`config.mk`:
```
export PLATFORM = sky130hd
export DESIGN_NAME = uc_multicycle
export DESIGN_NICKNAME = d
export VERILOG_FILES = /design/src/rtl/uc_multicycle.sv
export SDC_FILE = /design/constraint.sdc
export NUM_CORES = 1
export LEC_CHECK = 0
export BUFFER_PORTS_ARGS = -buffer_cell sky130_fd_sc_hd__buf_2
export CAP_MARGIN = 20
export CELL_PAD_IN_SITES_DETAIL_PLACEMENT = 0
export CELL_PAD_IN_SITES_GLOBAL_PLACEMENT = 2
export CORE_ASPECT_RATIO = 0.5
export CORE_MARGIN = 10
export CORE_UTILIZATION = 27
export DETAILED_ROUTE_END_ITERATION = 10
export PLACE_DENSITY = 0.82
export SLEW_MARGIN = 30
export SYNTH_ARGS = -nofsm -noshare
export SYNTH_HDL_FRONTEND = slang
export SYNTH_SLANG_ARGS = --single-unit
```
`constraint.sdc`:
```
create_clock -name Clk -period 2.5 [get_ports Clk]
set_input_delay 0.25 -clock Clk [delete_from_list [all_inputs] [get_ports Clk]]
set_output_delay 0.25 -clock Clk [all_outputs]
set_load 0.01 [all_outputs]
```
`src/rtl/uc_multicycle.sv`:
```
// Multicycle MIPS control unit. A Moore FSM sequences fetch, decode, execute,
// memory and write-back. One 3-bit counter stretches the memory phases by
// MEM_LATENCY wait cycles. BRANCH folds the condition into PCLoad
// combinationally.
module uc_multicycle #(
  parameter int MEM_LATENCY = 2
) (
  input  logic       Clk,
  input  logic       Reset,
  input  logic [5:0] Op,
  input  logic [5:0] Funct,
  input  logic       Zero,
  output logic       PCLoad,
  output logic       IorD,
  output logic       MemRead,
  output logic       MemWrite,
  output logic       IRWrite,
  output logic       MDRWrite,
  output logic       AWrite,
  output logic       BWrite,
  output logic       ALUOutWrite,
  output logic       EPCWrite,
  output logic       RegWrite,
  output logic [1:0] MemtoReg,
  output logic [1:0] RegDst,
  output logic [1:0] PCSource,
  output logic       ALUSrcA,
  output logic [1:0] ALUSrcB,
  output logic [2:0] ALUOp,
  output logic [4:0] State
);

  localparam logic [2:0] LAT = 3'(MEM_LATENCY);

  typedef enum logic [4:0] {
    S_FETCH      = 5'd0,
    S_FETCH_WAIT = 5'd1,
    S_DECODE     = 5'd2,
    S_RTYPE_EX   = 5'd3,
    S_RTYPE_WB   = 5'd4,
    S_ADDI_EX    = 5'd5,
    S_IMM_WB     = 5'd6,
    S_LUI        = 5'd7,
    S_BRANCH     = 5'd8,
    S_JUMP       = 5'd9,
    S_JAL        = 5'd10,
    S_JR         = 5'd11,
    S_MEM_ADDR   = 5'd12,
    S_LW_RD      = 5'd13,
    S_LW_WB      = 5'd14,
    S_SW_WR      = 5'd15,
    S_EXC        = 5'd16
  } state_t;

  state_t     r_state, w_next;
  logic [2:0] r_cnt, w_cnt_nxt;
  logic       r_run;    // low until the first edge after reset release
  logic       r_bne;    // branch flavour, captured in DECODE
  logic       r_sw;     // store vs load, captured in DECODE
  logic       w_last;   // final cycle of a memory phase
  logic       w_act;    // strobes allowed to fire
  logic       w_fn_ok;
  logic [2:0] w_fn_op;

  assign State = r_state;
  assign w_act = Reset & r_run;

  // Funct to ALU operation; unknown codes trap.
  always_comb begin
    w_fn_ok = 1'b1;
    w_fn_op = 3'b000;
    case (Funct)
      6'h20: w_fn_op = 3'b000;
      6'h22: w_fn_op = 3'b001;
      6'h24: w_fn_op = 3'b010;
      6'h25: w_fn_op = 3'b011;
      6'h26: w_fn_op = 3'b100;
      6'h2a: w_fn_op = 3'b101;
      default: w_fn_ok = 1'b0;
    endcase
  end

  // Last cycle of a memory phase. FETCH is last only when there are no wait
  // states; the wait states count down to zero.
  always_comb w_last = (r_state == S_FETCH) ? (LAT == 3'd0) : (r_cnt == 3'd0);

  // State, counter and the latched instruction-class bits. The first edge
  // after reset release only arms r_run, so that edge begins the first FETCH.
  always_ff @(posedge Clk or negedge Reset) begin
    if (!Reset) begin
      r_state <= S_FETCH;
      r_cnt   <= 3'd0;
      r_run   <= 1'b0;
      r_bne   <= 1'b0;
      r_sw    <= 1'b0;
    end else begin
      r_run <= 1'b1;
      if (r_run) begin
        r_state <= w_next;
        r_cnt   <= w_cnt_nxt;
      end
      if (r_state == S_DECODE) begin
        r_bne <= Op[0];
        r_sw  <= Op[3];
      end
    end
  end

  // Next-state and wait-counter sequencing.
  always_comb begin
    w_next    = S_FETCH;
    w_cnt_nxt = r_cnt;
    case (r_state)
      S_FETCH: begin
        if (LAT == 3'd0) w_next = S_DECODE;
        else begin
          // FETCH is the first phase cycle, so the wait part lasts LAT cycles.
          w_next    = S_FETCH_WAIT;
          w_cnt_nxt = LAT - 3'd1;
        end
      end
      S_FETCH_WAIT: begin
        if (w_last) w_next = S_DECODE;
        else begin
          w_next    = S_FETCH_WAIT;
          w_cnt_nxt = r_cnt - 3'd1;
        end
      end
      S_DECODE: begin
        case (Op)
          6'h00:        w_next = (Funct == 6'h08) ? S_JR : S_RTYPE_EX;
          6'h02:        w_next = S_JUMP;
          6'h03:        w_next = S_JAL;
          6'h04, 6'h05: w_next = S_BRANCH;
          6'h08:        w_next = S_ADDI_EX;
          6'h0f:        w_next = S_LUI;
          6'h23, 6'h2b: w_next = S_MEM_ADDR;
          default:      w_next = S_EXC;
        endcase
      end
      S_RTYPE_EX: w_next = w_fn_ok ? S_RTYPE_WB : S_EXC;
      S_ADDI_EX:  w_next = S_IMM_WB;
      S_MEM_ADDR: begin
        w_next    = r_sw ? S_SW_WR : S_LW_RD;
        w_cnt_nxt = LAT;
      end
      S_LW_RD: begin
        if (w_last) w_next = S_LW_WB;
        else begin
          w_next    = S_LW_RD;
          w_cnt_nxt = r_cnt - 3'd1;
        end
      end
      S_SW_WR: begin
        if (w_last) w_next = S_FETCH;
        else begin
          w_next    = S_SW_WR;
          w_cnt_nxt = r_cnt - 3'd1;
        end
      end
      default: w_next = S_FETCH;
    endcase
  end

  // Moore control word per state. Irreversible strobes are masked in reset.
  always_comb begin
    PCLoad      = 1'b0;
    IorD        = 1'b0;
    MemRead     = 1'b0;
    MemWrite    = 1'b0;
    IRWrite     = 1'b0;
    MDRWrite    = 1'b0;
    AWrite      = 1'b0;
    BWrite      = 1'b0;
    ALUOutWrite = 1'b0;
    EPCWrite    = 1'b0;
    RegWrite    = 1'b0;
    MemtoReg    = 2'd0;
    RegDst      = 2'd0;
    PCSource    = 2'd0;
    ALUSrcA     = 1'b0;
    ALUSrcB     = 2'd0;
    ALUOp       = 3'b000;
    case (r_state)
      S_FETCH, S_FETCH_WAIT: begin
        MemRead = 1'b1;
        ALUSrcB = 2'b01;
        IRWrite = w_last;
        PCLoad  = w_last;
      end
      S_DECODE: begin
        AWrite      = 1'b1;
        BWrite      = 1'b1;
        ALUOutWrite = 1'b1;
        ALUSrcB     = 2'b11;
      end
      S_RTYPE_EX: begin
        ALUSrcA     = 1'b1;
        ALUOp       = w_fn_op;
        ALUOutWrite = w_fn_ok;
      end
      S_RTYPE_WB: begin
        RegDst   = 2'd1;
        RegWrite = 1'b1;
      end
      S_ADDI_EX, S_MEM_ADDR: begin
        ALUSrcA     = 1'b1;
        ALUSrcB     = 2'b10;
        ALUOutWrite = 1'b1;
      end
      S_IMM_WB: RegWrite = 1'b1;
      S_LUI: begin
        MemtoReg = 2'd2;
        RegWrite = 1'b1;
      end
      S_BRANCH: begin
        ALUSrcA  = 1'b1;
        ALUOp    = 3'b001;
        PCSource = 2'd1;
        PCLoad   = r_bne ? ~Zero : Zero;
      end
      S_JUMP: begin
        PCSource = 2'd2;
        PCLoad   = 1'b1;
      end
      S_JAL: begin
        PCSource = 2'd2;
        PCLoad   = 1'b1;
        RegDst   = 2'd2;
        MemtoReg = 2'd3;
        RegWrite = 1'b1;
      end
      S_JR: begin
        ALUSrcA = 1'b1;
        ALUOp   = 3'b111;
        PCLoad  = 1'b1;
      end
      S_LW_RD: begin
        IorD     = 1'b1;
        MemRead  = 1'b1;
        MDRWrite = w_last;
      end
      S_LW_WB: begin
        MemtoReg = 2'd1;
        RegWrite = 1'b1;
      end
      S_SW_WR: begin
        IorD     = 1'b1;
        MemWrite = 1'b1;
      end
      S_EXC: begin
        EPCWrite = 1'b1;
        PCSource = 2'd3;
        PCLoad   = 1'b1;
      end
      default: ;
    endcase
    if (!w_act) begin
      PCLoad   = 1'b0;
      IRWrite  = 1'b0;
      MemWrite = 1'b0;
      RegWrite = 1'b0;
      EPCWrite = 1'b0;
    end
  end

endmodule

```
==> results.md, run 1 <==
* Run status: complete, no violations
* Final WL at approximately 4300 um
* Slew @ Worst Pin at 0.562 ns
* Vert. Die Dim at about 69 um
* Largest net degree at the start of global routing at 19
* Ys flop type: dfrtp_1
* Initial antenna violation count at 0
* R2R depth at 6
* Drt drc at 0
* FFs w/ async S/R, synth at between 90% and 100%
* Hold crit path type: input pin to flop
* Most common cell after layout, fill and taps aside: buf_2
* Starting utilization of the core area at between 20% and 30%
* Final setup violation count at 0
* Via density at just over 5
* Distinct cells, synth at 50
* Area occupied by multi-input gates at 956 um2
* Filler cell count at between 500 and 600
* Reg2reg setup slack at 0.48 ns
* Worst Setup End Kind: primary output
* Drt pass-1 iters at 4
* Fin crit period at about 2.2 ns
* Ratio of cells with drive above 1 in the final layout at between 20% and 30%
* Hold WS at roughly 0.30 ns
* Port Buf Inserts at 42
* EDFF count, synth at 0
* 1st-iter DRT viols at 90
* H-tree lvl count at 1
* Kind of critical path: flop to primary output
* Startpoint Class: flop
* FF/Latch Area at 275 um2
* Required time of the critical path at between 2 and 2.5 ns
* Row cnt at 17
* Hold path depth at 3
* Clk_skew at between 0.0006 and 0.0007 ns
* Clock sink count at 11
* Routed WL per cell at around 15 um
* Top cells by area, synth: dfrtp_1 21%, nand2_1 6.0%, nand2b_1 5.2%
* Detail Placement HPWL at roughly 3400 um
* Mapped cell area at around 1300 um2
* R2R Path Start: State[3]
* RePlAce Congestion at between 0.7 and 0.8
* Slew margin rel. at a little over three fifths
* Die area at ~8300 um2
* Hold worst-path end: r_bne
* Final Cycle Share at 89.4%
* Clock root cell: clkbuf_8
* Postcts setup bufs at 0
* Post-route ant nets at 0
* Final hold violations at 0
* Reg2reg end: r_cnt[1]
* Area share of the leading cell type in the synthesized netlist at between 20% and 30%
* Max clock buf depth at 2
* GRT Residual Overflow at 0
* Synthesized instance count at around 190
* Via count at ~1500
* CP max FO at 16
* Clk_lat worst skew at approximately 0.24 ns
* Synth Net Count at between 200 and 250
* Vias in the first global route at about 1400
* Final Net Count at 240
* Most frequent cells in the layout: 42 x buf_2, 21 x nand2_1, 18 x nor2_1
* Pwr dens at about 830 nW/um2
* Final setup TNS at 0 ns
* Worst Hold Launch: Op[0]
* Synth area leader: dfrtp_1
* CTS clk-pin slew, worst paths at ~0.05 ns
* Synth Register Bits at 11
* GR Util All Layers at between 10% and 20%
* Die Wd at between 100 and 150 um
* Layout area overhead at 24.6%
* Avg Inst Size Synth at 7.15 um2
* First-pass GRT wire length at just over 7000 um
* Inserted Diodes at 0
* Unrepaired setup endpoints after global routing: no
* Critical path arrival at 1.99 ns
* Register area share after synthesis at about a fifth
* CORE AREA at 4550 um2
* TritonCTS Buffers at 3
* Synthesis Warnings at 0
* CTS tree: done
* Maxcap violations at 0
* FMAX at about 0.45 GHz
* VDD IR-drop max at between 0.2 and 0.3 mV
* P_leak at ~0.00075 uW
* Max-slew violations at 0
* Ports at 43
registers in the layout (all words and copies together) (netlist names):
| signal | count |
|---|---|
| State | 5 |
| r_cnt | 3 |
| r_bne | 1 |
| r_run | 1 |
| r_sw | 1 |
per-stage QoR:
stage | worst slack, ns | util (%) | instances | area, um2 | power [uW]
2_1_floorplan | 0.594 | - | 185 | 1320 | 906
3_3_place_gp | 0.469 | 34.9 | 283 | 1590 | 1170
3_5_place_dp | 0.422 | 34.9 | 283 | 1590 | 1180
4_1_cts | 0.158 | 36.1 | 288 | 1640 | 1370
5_1_grt | 0.0491 | 36.2 | 288 | 1650 | 1490
6_report | 0.265 | 36.2 | 288 | 1650 | 1370
area by class of cell:
class | count | area share (%)
Clock buffer | 3 | 2.51
Multi-Input combinational cell | 152 | 58.0
Inverter | 6 | 1.37
Tap cell | 66 | 5.01
Timing Repair Buffer | 49 | 16.1
Sequential cell | 11 | 16.7
Clock inverter | 1 | 0.304
kinds of logic after synthesis:
logic type	share of synthesized area, %
mux	6.24
flops	20.8
fa+ha+maj	1.89
compound gates	22.3
simple gates	37.2
other cells	0.284
xor+xnor	3.97
buf+inv	7.28
cells in the mapped netlist (2+ instances only):
library cell,number
nand2_1,21
nor2_1,18
a21oi_1,12
dfrtp_1,11
nand2b_1,11
clkbuf_1,9
nand3_1,7
inv_1,6
mux2i_1,6
nor2b_1,6
o21ai_0,6
nor3_1,5
nor3b_1,4
nor4_1,4
a32oi_1,3
buf_1,3
o2bb2ai_1,3
or3_1,3
xnor2_1,3
xor2_1,3
a21boi_0,2
a22oi_1,2
a311oi_1,2
a31oi_1,2
buf_2,2
ha_1,2
mux2_2,2
nor4b_1,2
o22a_1,2
o31ai_1,2
or2_2,2
critical path, stage by stage (launching register included):
cell and delay, ns:
dfrtp_1 0.54, or3_4 0.52, nor2_1 0.19, nand2_1 0.09, o31ai_1 0.23, buf_2 0.17
report_power, final:
part / internal [uW] / leakage, uW / switching, uW / total, uW
Clock: 110 / 0.0000255 / 77.7 / 188
Sequential: 237 / 0.000140 / 102 / 339
Combinational: 350 / 0.000586 / 490 / 840
routing by layer:
metal	up-vias	GRT usage (%)	share of wire, %
li1	739	-	-
met1	692	13.1	47
met2	41	16.8	47
met3	4	2.51	5.9
met4	0	2.26	0.86
met5	-	0	0
worst max path at each step:
stage | startpoint | endpoint | slack, ns
2_1_floorplan | State[1] | ALUSrcA | 0.59
3_3_place_gp | State[3] | ALUOp[2] | 0.47
3_5_place_dp | State[3] | ALUOp[2] | 0.42
4_1_cts | State[3] | ALUOp[2] | 0.16
5_1_grt | State[4] | PCLoad | 0.05
6_report | State[3] | ALUOp[2] | 0.26
timing repair:
item	CTS	global route
hold buffers	1	0
endpoints found under the setup margin	0	2
endpoints found under the hold margin	11	0
gates resized for setup	0	1
Note: power is estimated with default switching activity, not from simulation.
==> run 2, diff against run 1 <==
--- a/config.mk
+++ b/config.mk
@@ -11,9 +11,9 @@
 export CELL_PAD_IN_SITES_GLOBAL_PLACEMENT = 2
 export CORE_ASPECT_RATIO = 0.5
 export CORE_MARGIN = 10
-export CORE_UTILIZATION = 27
+export CORE_UTILIZATION = 24
 export DETAILED_ROUTE_END_ITERATION = 10
-export PLACE_DENSITY = 0.82
+export PLACE_DENSITY_LB_ADDON = 0.1
 export SLEW_MARGIN = 30
 export SYNTH_ARGS = -nofsm -noshare
 export SYNTH_HDL_FRONTEND = slang
==> constraint.sdc (replaced) <==
create_clock -name Clk -period 1.9 [get_ports Clk]
set_input_delay 0.19 -clock Clk [delete_from_list [all_inputs] [get_ports Clk]]
set_output_delay 0.19 -clock Clk [all_outputs]
set_load 0.01 [all_outputs]
==> results.md, run 2 (same netlist as run 1, synthesis figures left out) <==
* Hold WS at 0.244 ns (was 0.295 ns)
* Reg2reg end: State[3] (was r_cnt[1])
* Max reg flops at 5 (unchanged)
* Post-route ant nets at 0 (unchanged)
* Most common cell after layout, fill and taps aside: buf_2 (unchanged)
* Dpl ws at 0.0667 ns (was 0.422 ns)
* Vert. Die Dim at 72.5 um (was 69.5 um)
* Port Buf Inserts at 42 (unchanged)
* Die Wd at 125 um (was 119 um)
* Drt pass-1 iters at 4 (unchanged)
* Drt drc at 0 (unchanged)
* Clk_lat worst skew at 0.24 ns (about the same)
* GR Util All Layers at 10.7% (was 10.2%)
* Startpoint Class: flop (unchanged)
* Via density at 4.92 (was 5.13)
* R2R depth at 6 (unchanged)
* TritonCTS Buffers at 3 (unchanged)
* Clock sink count at 11 (unchanged)
* Routed WL per cell at 15.7 um (was 14.9 um)
* Area after DPL at 1730 um2 (was 1590 um2)
* Inserted Diodes at 0 (unchanged)
* Failing checks: setup timing
* Fin crit period at just under 2 ns
* Pwr dens at 1120 nW/um2 (was 830 nW/um2)
* Maxcap violations at 0 (unchanged)
* Register share of total power at 18.3% (was 24.8%)
* Comb power frac at 70.8% (was 61.5%)
* Ratio of cells with drive above 1 in the final layout at 41.2% (was 27.0%)
* Clk_skew at 0.000783 ns (was 0.000635 ns)
* Vias in the first global route at 1551 (was 1403)
* Final hold violations at 0 (unchanged)
* Clock root cell: clkbuf_8 (unchanged)
* 1st-iter DRT viols at 105 (was 90)
* Die area at 9060 um2 (was 8270 um2)
* Row cnt at 18 (was 17)
* Via count at 1551 (was 1476)
* CP endpoint: PCLoad (was ALUOp[2])
* FF/Latch Area at 277 um2 (was 275 um2)
* Final setup TNS at -0.0969 ns (was 0 ns)
* Largest net degree at the start of global routing at 19 (unchanged)
* Crit. Startpoint: State[4] (was State[3])
* Clk pwr share at 10.9% (was 13.7%)
* First-pass GRT wire length at 8220 um (was 7270 um)
* Area occupied by multi-input gates at 1050 um2 (was 956 um2)
* Initial antenna violation count at 0 (unchanged)
* GRT Residual Overflow at 0 (unchanged)
* Kind of critical path: flop to primary output (unchanged)
* CORE AREA at 5110 um2 (was 4550 um2)
* Required time of the critical path at 1.71 ns (was 2.25 ns)
* Max clock buf depth at 2 (unchanged)
* Switching Fraction at 45.2% (was 49.0%)
* Ports at 43 (unchanged)
* Reg2reg setup slack at -0.03 ns (was 0.48 ns)
* Layout area overhead at 47.9% (was 24.6%)
* Final Net Count at 263 (was 240)
* FMAX at between 0.5 and 0.6 GHz
* Hold crit path type: input pin to flop (unchanged)
* Critical path arrival at 1.77 ns (was 1.99 ns)
* Largest stage delay, worst path at 0.41 ns (was 0.54 ns)
* CP Cell Sequence: buf_6 -> nand2b_1 -> mux2_4 -> o22a_1 -> or2_1 -> a21oi_1 -> buf_2 (was or3_4 -> nor2_1 -> nand2_1 -> o31ai_1 -> buf_2)
* Detail Placement HPWL at 3990 um (was 3370 um)
* CTS clk-pin slew, worst paths at 0.05 ns (about the same)
* Worst Setup End Kind: primary output (unchanged)
* Unrepaired setup endpoints after global routing: yes (was no)
* CTS tree: done (unchanged)
* H-tree lvl count at 1 (unchanged)
* Final setup violation count at 3 (was 0)
* Filler cell count at 557 (was 512)
* Run status: complete, but fails checks (was complete, no violations)
* Max-slew violations at 0 (unchanged)
* Internal power at 1200 uW (was 698 uW)
* Net switching power at 988 uW (was 670 uW)
* P_leak at 0.000893 uW (was 0.000751 uW)
* Worst path slowest cell: dfrtp_1 (unchanged)
* RePlAce Congestion at 0.828 (was 0.793)
* Final WS setup at -0.0634 ns (was 0.265 ns)
* Final WL at 4950 um (was 4310 um)
* Final Cycle Share at 103%
* VDD IR-drop max at 0.362 mV (was 0.297 mV)
* CP max FO at 5 (was 16)
* Starting utilization of the core area at 25.9% (was 29.1%)
* Most frequent cells in the layout: 42 x buf_2, 23 x buf_4, 20 x nand2_1 (was 42 x buf_2, 21 x nand2_1, 18 x nor2_1)
* Post-route cell area at 1960 um2 (was 1650 um2)
* R2R Path Start: State[3] (unchanged)
## run 2: critical path: cells and delay by family (launching register included)
family                 cells  cell delay [ns]
AO/OA/AOI/OAI              2             0.30
buffers and inverters      2             0.27
AND/OR/NAND/NOR            2             0.27
multiplexers               1             0.27
flip-flops                 1             0.41
## run 2: layer usage
layer	vias to the layer above	global-route usage, %	part of all wire (%)
li1	790	-	-
met1	734	14.1	50
met2	23	17.4	45
met3	4	2.83	4.4
met4	0	1.90	0.61
met5	-	0	0
## run 2: metrics by stage
step | std cells | power (uW) | util [%]
4_1_cts | 313 | 2120 | 36.4
6_report | 315 | 2190 | 38.3
2_1_floorplan | 185 | 1190 | -
3_3_place_gp | 304 | 1780 | 33.9
3_5_place_dp | 304 | 1780 | 33.9
5_1_grt | 315 | 2360 | 38.3
## run 2: worst min-delay path by stage
stage / startpoint / end / slack (ns) / depth (start not counted)
global placement: Reset / State[0] / 0.14 / 2
finish: Op[0] / r_bne / 0.24 / 3
floorplan: Reset / State[0] / -0.11 / 0
CTS: Op[0] / r_bne / 0.24 / 3
global route: Op[0] / r_bne / 0.27 / 3
detailed placement: Reset / State[1] / 0.15 / 2
## run 2: power groups by stage
stage	Clock, uW	Combinational [uW]	Sequential, uW
after floorplan	0	818	374
after global placement	0	1390	395
after detailed placement	0	1390	395
after CTS	250	1470	397
after global routing	255	1690	412
final	239	1550	401
## run 2: layout make-up
cell class	instances	area share, %
Multi-Input combinational cell	152	53.9
Timing Repair Buffer	72	24.0
Sequential cell	11	14.1
Tap cell	70	4.48
Clock buffer	4	2.30
Inverter	6	1.15
## run 2: what timing repair did
action / CTS / global route
pin swaps: 2 / 5
hold endpoints to repair: 11 / 0
cloned: 0 / 0
hold buffers: 1 / 0
setup endpoints to repair: 9 / 18
gates resized for setup: 12 / 22
buffers inserted: 4 / 2
==> run 3, diff against run 2 <==
--- a/config.mk
+++ b/config.mk
@@ -10,10 +10,11 @@
 export CELL_PAD_IN_SITES_DETAIL_PLACEMENT = 0
 export CELL_PAD_IN_SITES_GLOBAL_PLACEMENT = 2
 export CORE_ASPECT_RATIO = 0.5
-export CORE_MARGIN = 10
+export CORE_MARGIN = 3
 export CORE_UTILIZATION = 24
 export DETAILED_ROUTE_END_ITERATION = 10
 export PLACE_DENSITY_LB_ADDON = 0.1
+export REMOVE_ABC_BUFFERS = 1
 export SLEW_MARGIN = 30
 export SYNTH_ARGS = -nofsm -noshare
 export SYNTH_HDL_FRONTEND = slang
==> results.md, run 3 (same netlist as run 1, synthesis figures left out) <==
* Vias in the first global route at 1505 (was 1551)
* Kind of critical path: flop to primary output (unchanged)
* Final Cycle Share at 103% (about the same)
* Routed WL per cell at 14.9 um (was 15.7 um)
* Hold crit path type: input pin to flop (unchanged)
* Hold WS at 0.242 ns (was 0.244 ns)
* Startpoint Class: flop (unchanged)
* Run status: complete, but fails checks (unchanged)
* Critical path arrival at 1.77 ns (about the same)
* Buffers & Inverters on Critical Path at 1 (was 2)
* Unrepaired setup endpoints after global routing: yes (unchanged)
* First-pass GRT wire length at 7620 um (was 8220 um)
* Via count at 1581 (was 1551)
* Overall Power at 2210 uW (was 2190 uW)
* Reg2reg setup slack at -0.04 ns (was -0.03 ns)
* CTS tree: done (unchanged)
* GRT Residual Overflow at 0 (unchanged)
* RePlAce Congestion at 0.794 (was 0.828)
* Filler cell count at 547 (was 557)
* Failing checks: setup timing (unchanged)
* Required time of the critical path at 1.71 ns (about the same)
* Via density at 4.96 (was 4.92)
* CORE AREA at 5110 um2 (unchanged)
* Port Buf Inserts at 42 (unchanged)
* Drt drc at 0 (unchanged)
* Pwr dens at 1100 nW/um2 (was 1120 nW/um2)
* Critical path depth at 6 (was 7)
* Max reg flops at 5 (unchanged)
* Clock sink count at 11 (unchanged)
* Register share of total power at 19.5% (was 18.3%)
* Detail Placement HPWL at 3610 um (was 3990 um)
* Largest stage delay, worst path at 0.45 ns (was 0.41 ns)
* Clock root cell: clkbuf_8 (unchanged)
* 1st-iter DRT viols at 85 (was 105)
* R2R Path Start: State[3] (unchanged)
* Net switching power at 1000 uW (was 988 uW)
* Die area at 6490 um2 (was 9060 um2)
* R2R depth at 6 (unchanged)
* Final hold violations at 0 (unchanged)
* Final WL at 4750 um (was 4950 um)
* CP endpoint: PCLoad (unchanged)
* Internal power at 1210 uW (was 1200 uW)
* Dpl ws at 0.0786 ns (was 0.0667 ns)
* CTS clk-pin slew, worst paths at 0.05 ns (about the same)
* Clk pwr share at 10.7% (was 10.9%)
* Ratio of cells with drive above 1 in the final layout at 45.8% (was 41.2%)
* Clk_lat worst skew at 0.24 ns (about the same)
* Initial antenna violation count at 0 (unchanged)
* Final setup TNS at -0.162 ns (was -0.0969 ns)
* FMAX at 0.510 GHz (was 0.509 GHz)
* CP Cell Sequence: nand2b_4 -> mux2_4 -> o22a_1 -> or2_4 -> a21oi_2 -> buf_2 (was buf_6 -> nand2b_1 -> mux2_4 -> o22a_1 -> or2_1 -> a21oi_1 -> buf_2)
* TritonCTS Buffers at 3 (unchanged)
* Largest net degree at the start of global routing at 19 (unchanged)
* Comb power frac at 69.8% (was 70.8%)
* Worst Setup End Kind: primary output (unchanged)
* Switching Fraction at 45.3% (was 45.2%)
* Post-route core utilization at 39.4% (was 38.3%)
* VDD IR-drop max at 0.329 mV (was 0.362 mV)
* CP max FO at 5 (unchanged)
* Layout area overhead at 52.3% (was 47.9%)
* Post-route ant nets at 0 (unchanged)
* Crit. Startpoint: State[4] (unchanged)
* Ports at 43 (unchanged)
* GR Util All Layers at 14.5% (was 10.7%)
* Inserted Diodes at 0 (unchanged)
* Most common cell after layout, fill and taps aside: buf_2 (unchanged)
* Final WS setup at -0.0612 ns (was -0.0634 ns)
* FF/Latch Area at 280 um2 (was 277 um2)
* Final Net Count at 267 (was 263)
* Max clock buf depth at 2 (unchanged)
* Reg2reg end: State[3] (unchanged)
* Row cnt at 18 (unchanged)
* Vert. Die Dim at 58.5 um (was 72.5 um)
* Drt pass-1 iters at 4 (unchanged)
* Maxcap violations at 0 (unchanged)
* H-tree lvl count at 1 (unchanged)
* Starting utilization of the core area at 25.9% (unchanged)
* Clk_skew at 0.00509 ns (was 0.000783 ns)
* Area occupied by multi-input gates at 1090 um2 (was 1050 um2)
* Max-slew violations at 0 (unchanged)
* Fin crit period at 1.96 ns (about the same)
* Most frequent cells in the layout: 42 x buf_2, 29 x buf_4, 19 x nand2_1 (was 42 x buf_2, 23 x buf_4, 20 x nand2_1)
* Worst Hold Launch: Op[0] (unchanged)
* Cell family with most CP delay: flip-flops (unchanged)
* Die Wd at 111 um (was 125 um)
* Worst path slowest cell: dfrtp_2 (was dfrtp_1)
* P_leak at 0.000917 uW (was 0.000893 uW)
* Final setup violation count at 5 (was 3)
-- run 3: how the worst min path moves through the flow --
stage          cells after the start  slack (ns)  endpoint
2_1_floorplan                      0       -0.11  State[0]
3_3_place_gp                       2        0.15  r_cnt[2]
3_5_place_dp                       2        0.15  r_cnt[2]
4_1_cts                            3        0.24     r_bne
5_1_grt                            3        0.25     r_bne
6_report                           3        0.24     r_bne
-- run 3: final cells by class --
| cell class | instances | area share (%) |
|---|---|---|
| tap | 70 | 4.35 |
| timing repair buffer | 76 | 24.4 |
| sequential | 11 | 13.9 |
| clock inverter | 1 | 0.248 |
| clock buffer | 3 | 2.05 |
| inverter | 6 | 1.12 |
| multi-input combinational | 152 | 53.9 |
-- run 3: metrics by stage --
stage | cells | cell area (um2)
floorplan | 169 | 1250
global route | 319 | 2010
global placement | 306 | 1750
detailed placement | 306 | 1750
CTS | 316 | 1870
finish | 319 | 2010
-- run 3: power by group through the flow --
stage | sequential [uW] | combinational [uW] | clock (uW)
CTS | 420 | 1420 | 246
global placement | 431 | 1340 | 0
finish | 432 | 1540 | 237
global route | 446 | 1700 | 259
floorplan | 487 | 640 | 0
detailed placement | 435 | 1320 | 0
-- run 3: tightest hold or removal path: cells and delay by family --
| kind | cells | cell delay [ns] |
|---|---|---|
| buf+inv | 1 | 0.15 |
| simple gates | 2 | 0.11 |
-- run 3: metal layers --
metal / up-vias / routed length (um) / track usage (%)
li1: 796 / - / -
met2: 30 / 2090 / 22.9
met4: 0 / 9 / 1.23
met3: 2 / 193 / 3.18
met5: - / 0 / 0
met1: 753 / 2450 / 21.2
-- run 3: what timing repair did --
item,in CTS,in global routing
buffers inserted,5,3
hold endpoints to repair,11,0
setup endpoints to repair,9,18
gates resized for setup,7,34
pin swaps,3,8
hold buffers,1,0
gates cloned,0,0
